[config.mk]
export PLATFORM = sky130hd
export DESIGN_NAME = pc_ras
export DESIGN_NICKNAME = d
export VERILOG_FILES = /design/src/rtl/pc_ras_pkg.sv /design/src/rtl/ras_lifo.sv /design/src/rtl/pc_ras.sv
export SDC_FILE = /design/constraint.sdc
export NUM_CORES = 1
export LEC_CHECK = 0
export ABC_AREA = 1
export BUFFER_PORTS_ARGS = -buffer_cell sky130_fd_sc_hd__buf_2
export CAP_MARGIN = 5
export CORE_MARGIN = 2
export CORE_UTILIZATION = 45
export CTS_CLUSTER_DIAMETER = 80
export DETAILED_ROUTE_END_ITERATION = 16
export PLACE_DENSITY = 0.67
export SYNTH_ARGS = -nofsm -noshare
export SYNTH_HDL_FRONTEND = slang
export SYNTH_HIERARCHICAL = 1
export SYNTH_SLANG_ARGS = --single-unit
export TNS_END_PERCENT = 100
[constraint.sdc]
create_clock -name clk -period 4.75 [get_ports clk]
set_clock_uncertainty 0.2 [all_clocks]
set_input_delay 0.2375 -clock clk [delete_from_list [all_inputs] [get_ports clk]]
set_output_delay 0.2375 -clock clk [all_outputs]
set_load 0.01 [all_outputs]
[src/rtl/pc_ras_pkg.sv]
// rtl/pc_ras_pkg.sv - shared widths and next-PC select encoding for pc_ras
package pc_ras_pkg;

  // Default PC/address width and signed branch displacement width
  localparam int DEF_PC_W   = 16;
  localparam int DEF_DISP_W = 8;

  // Source of the next PC value
  typedef enum logic [1:0] {
    SEL_INC = 2'd0,  // pc + 1
    SEL_BR  = 2'd1,  // pc + sext(disp)
    SEL_DST = 2'd2,  // dDst (jump, call, ret on empty stack)
    SEL_TOP = 2'd3   // return-stack top
  } pc_sel_e;

endpackage

[src/rtl/ras_lifo.sv]
// rtl/ras_lifo.sv - circular return-address stack with overwrite-oldest on overflow
module ras_lifo #(
  parameter int DEPTH = 4,
  parameter int WIDTH = 16
) (
  input  logic             clk,
  input  logic             rst,
  input  logic             push,
  input  logic             pop,
  input  logic             swap,
  input  logic [WIDTH-1:0] din,
  output logic [WIDTH-1:0] top,
  output logic             empty,
  output logic             full,
  output logic             ovf,
  output logic             unf
);

  localparam int PW = $clog2(DEPTH);

  logic [WIDTH-1:0] mem [DEPTH];
  logic [PW-1:0]    tp;
  logic [PW-1:0]    tp_inc;
  logic [PW-1:0]    tp_dec;
  logic [PW:0]      cnt;

  assign tp_inc = tp + 1'b1;
  assign tp_dec = tp - 1'b1;
  assign top    = mem[tp];
  assign empty  = (cnt == '0);
  assign full   = (cnt == (PW+1)'(DEPTH));
  // A push on a full stack silently replaces the oldest entry; flag it
  assign ovf    = push & full;
  assign unf    = pop & empty;

  // Pointer, count and entry updates; swap rewrites the top in place
  always_ff @(posedge clk) begin
    if (rst) begin
      tp  <= '0;
      cnt <= '0;
      for (int i = 0; i < DEPTH; i++) mem[i] <= '0;
    end else if (swap && !empty) begin
      mem[tp] <= din;
    end else if (push) begin
      // When full, tp+1 lands on the oldest slot, so the write overwrites it
      tp          <= tp_inc;
      mem[tp_inc] <= din;
      if (!full) cnt <= cnt + 1'b1;
    end else if (pop && !empty) begin
      tp  <= tp_dec;
      cnt <= cnt - 1'b1;
    end
  end

endmodule

[src/rtl/pc_ras.sv]
// rtl/pc_ras.sv - fetch program counter with next-PC priority mux and return-address stack
module pc_ras
  import pc_ras_pkg::*;
#(
  parameter int              PC_W      = DEF_PC_W,
  parameter int              DISP_W    = DEF_DISP_W,
  parameter int              RAS_DEPTH = 4,
  parameter logic [PC_W-1:0] RESET_PC  = '0
) (
  input  logic              clk,
  input  logic              rst,
  input  logic              pcEn,
  input  logic              branch,
  input  logic              jump,
  input  logic              call,
  input  logic              ret,
  input  logic [DISP_W-1:0] disp,
  input  logic [PC_W-1:0]   dDst,
  output logic [PC_W-1:0]   pc,
  output logic [PC_W-1:0]   pc_ra,
  output logic [PC_W-1:0]   pc_next,
  output logic              ras_empty,
  output logic              ras_full,
  output logic              ras_err
);

  pc_sel_e         sel;
  logic [PC_W-1:0] disp_sext;
  logic [PC_W-1:0] ras_top;
  logic            st_push;
  logic            st_pop;
  logic            st_swap;
  logic            st_ovf;
  logic            st_unf;

  assign pc_ra     = pc + 1'b1;
  assign disp_sext = {{(PC_W-DISP_W){disp[DISP_W-1]}}, disp};

  // call+ret on a live stack swaps the top; on an empty stack it degrades to a plain call
  assign st_swap = pcEn & call & ret & ~ras_empty;
  assign st_push = pcEn & call & ~(ret & ~ras_empty);
  assign st_pop  = pcEn & ret & ~call;

  // Request priority: ret > call > jump > branch > increment
  always_comb begin
    sel = SEL_INC;
    if (ret && !ras_empty)       sel = SEL_TOP;
    else if (ret || call || jump) sel = SEL_DST;
    else if (branch)              sel = SEL_BR;
    case (sel)
      SEL_BR:  pc_next = pc + disp_sext;
      SEL_DST: pc_next = dDst;
      SEL_TOP: pc_next = ras_top;
      default: pc_next = pc_ra;
    endcase
  end

  // PC register
  always_ff @(posedge clk) begin
    if (rst)       pc <= RESET_PC;
    else if (pcEn) pc <= pc_next;
  end

  // Sticky stack error, cleared only by reset
  always_ff @(posedge clk) begin
    if (rst)                   ras_err <= 1'b0;
    else if (st_ovf || st_unf) ras_err <= 1'b1;
  end

  ras_lifo #(
    .DEPTH (RAS_DEPTH),
    .WIDTH (PC_W)
  ) u_lifo (
    .clk   (clk),
    .rst   (rst),
    .push  (st_push),
    .pop   (st_pop),
    .swap  (st_swap),
    .din   (pc_ra),
    .top   (ras_top),
    .empty (ras_empty),
    .full  (ras_full),
    .ovf   (st_ovf),
    .unf   (st_unf)
  );

endmodule

==> results.md <==
* DP Worst Slack at 1.325 ns
* Largest net degree at the start of global routing at 34
* FF/Latch Area at 2402 µm²
* Net count, final at 879
* Hold Startpoint: pcEn
* Core area at around 13000 µm²
* Multi-input gate area at 2815 µm²
* Layout cell share with drive strength beyond 1 at 0.1808
* Worst Path Max Fanout at 19
* Critical-path top delay cell: nand2_1
* # rows at 41
* Hold buffers post-CTS at 0
* Post-synth EDFFs at 64
* Port Buf Inserts at 81
* Post-CTS Resized at 0
* Post-synthesis sequential area ratio at 0.4133
* Maximum VDD drop at 0.1671 mV
* CTS Buf Count at 9
* Worst path max stage delay at 0.53 ns
* CTS Buffer Depth at 2
* Worst Reg-to-Reg Cells at 12
* DR vias at just over 5000
* GRT Util Overall at 0.2238
* Post-CTS setup buffer count at 0
* Number of H-tree levels at 3
* GPL Wtd Cong at about 0.89
* Post-Syn Area at 5813 µm²
* Pre-Repair DR Iteration Count at 4
* Setup violations, final at 0
* Worst slew margin at 0.3846
* Final wirelength at about 16000 µm
* P&R area growth vs syn at 13.47%
* CTS tree: built
* Clk_lat worst skew at 0.34 ns
* Final HPWL DP at 11690 µm
* Leak pwr at approximately 3.3 nW
* Vias in the first global route at 4787
* Critical path data arrival time at 3.21 ns
* Global-route wire length before repair at 24450 µm
* Drt drc at 0
* HP Class: in -> reg
* Fmax at 0.2915 GHz
* Clock slew seen by the registers of the worst setup and hold paths at 0.07 ns
* CP startpoint: u_lifo/cnt[0]
* Filler instances at 1240
* Ant. Diodes at 0
* RSZ-0062 raised after global routing: no
* Die Width at 117.7 µm
* Syn Inst Count at around 760
* Hold Fails Final Rpt at 0
* GRT overflow at 0
* Unique masters post-synth at 41
* Root Driver: clkbuf_16
* Setup ws final at between 1 and 1.5 ns
* Outcome: finished, final reports clean
* Starting Density at 0.4606
* Worst Tran Pin Value at 0.9221 ns
* Slew Limit Fails at 0
* Critical path class: reg -> reg
* Initial antenna violation count at 0
* Worst setup SP type: flip-flop
* Drt initial violations at 440
* Die H at 117.7 µm
* Power density over the cells at approximately 340 nW/µm²
* Fin crit period at 3.430 ns
* Synthesized area per cell at 7.659 µm²
* Max_cap viols at 0
* Synthesized net count at ~800
* Setup TNS Final at 0 ns
* Final Cycle Share at 0.7221
* Synth Register Bits at 88
* Worst Setup End Kind: flip-flop
* Most used DFF post-synth: edfxtp_1
* CP required at about 4.5 ns
* CTS Sinks at 88
* Worst Hold Depth at 2
* Yosys warns at 6
* ANT nets after route at 0
* FF-to-FF Start: u_lifo/cnt[0]
* Post-synth ARST share at 0
* Worst-path cell chain: nor2_2, nand2_4, inv_1, nor2_8, inv_2, nor3_1, nand2_8, nor2_4, nand2_2, nand2_2, nand2_4, nand2_1
* Die area at around 14000 µm²
* WL per Instance at around 15 µm
* IO Count at 82
* Vias per cell at about 5
state kept, by name (all words and copies together), names as in the netlist, named ones only:
signal      count
pc             16
ras_err         1
u_lifo/cnt      3
u_lifo/mem     64
u_lifo/tp       2
routing by layer:
layer / up-vias / GRT usage / part of all wire
li1: 2612 / - / -
met1: 2377 / 0.2970 / 0.44
met2: 181 / 0.3703 / 0.47
met3: 17 / 0.05426 / 0.076
met4: 0 / 0.05120 / 0.012
met5: - / 0 / 0
cells in the mapped netlist (4+ instances only):
cell | n | area share
nand2_1 | 177 | 0.11
inv_1 | 108 | 0.070
nor2_1 | 97 | 0.063
edfxtp_1 | 64 | 0.33
nand3_1 | 57 | 0.049
o21ai_0 | 38 | 0.033
dfxtp_1 | 24 | 0.083
a21oi_1 | 22 | 0.019
ha_1 | 16 | 0.034
o22ai_1 | 16 | 0.017
nand2_4 | 14 | 0.027
nand4_1 | 14 | 0.015
xor2_1 | 14 | 0.021
nor2_2 | 13 | 0.014
clkbuf_1 | 11 | 0.0071
nor3_1 | 11 | 0.0095
nand2_2 | 8 | 0.0086
nand3b_1 | 7 | 0.0090
inv_2 | 5 | 0.0032
o21ai_1 | 5 | 0.0043
buf_2 | 4 | 0.0034
or2_0 | 4 | 0.0043
placed cells by master, fill, tap and decap left out, drive strengths merged:
cell type	count
clkbuf	10
and2	2
nand3b	7
clkinv	3
clkinvlp	1
xor2	14
ha	16
nand4	14
nor3	15
nor2	113
nand2	200
a21boi	1
edfxtp	64
o21ai	44
a221oi	2
a21oi	22
nand3	60
buf	83
dfxtp	24
inv	114
o22ai	16
fa	2
bufinv	2
or2	6
power by group:
| part | switching (mW) | leakage (nW) | internal (mW) |
|---|---|---|---|
| Clock | 0.295 | 0.148 | 0.458 |
| Sequential | 0.0427 | 0.863 | 0.882 |
| Combinational | 0.376 | 2.25 | 0.185 |
| Total | 0.713 | 3.27 | 1.53 |
stage by stage:
stage / instance area [µm²] / utilization / total power [mW] / std cells / hold WS [ns]
2_1_floorplan: 5813 / - / 1.318 / 759 / 0.1066
3_3_place_gp: 6284 / 0.4979 / 1.491 / 991 / 0.2568
3_5_place_dp: 6284 / 0.4979 / 1.496 / 991 / 0.2708
4_1_cts: 6596 / 0.5227 / 2.248 / 1007 / 0.08792
5_1_grt: 6596 / 0.5227 / 2.353 / 1007 / 0.1135
6_report: 6596 / 0.5227 / 2.239 / 1007 / 0.09869
worst max-delay path: cells and delay by family (launching register included):
| kind | cells | cell delay (ns) |
|---|---|---|
| flip-flops | 1 | 0.42 |
| buffers and inverters | 2 | 0.33 |
| AND/OR/NAND/NOR | 10 | 2.09 |
cell families (layout without fill, tap and decap cells):
family / after synthesis / after routing / share of synthesized area
AO/OA/AOI/OAI: 85 / 85 / 0.07899
AND/OR/NAND/NOR: 417 / 417 / 0.3429
XOR/XNOR: 14 / 14 / 0.02109
buffers and inverters: 137 / 213 / 0.1025
flip-flops: 88 / 88 / 0.4133
adder cells (fa/ha/maj): 18 / 18 / 0.04133
worst paths after layout:
kind                                     endpoint  slack, ns
worst max-delay path            u_lifo/mem[0][12]       1.32
worst min-delay path                        pc[1]        0.1
worst min register to register            ras_err       0.30
worst max register to register  u_lifo/mem[0][12]       1.32
area by class of cell:
cell class / count / area share
flip-flops and latches: 88 / 0.3642
clock buffers: 10 / 0.03471
inverters: 114 / 0.06525
repair buffers: 83 / 0.06373
well taps: 172 / 0.03263
clock inverters: 6 / 0.01271
multi-input cells: 534 / 0.4268
No activity file was read; power rests on OpenSTA's default activity.
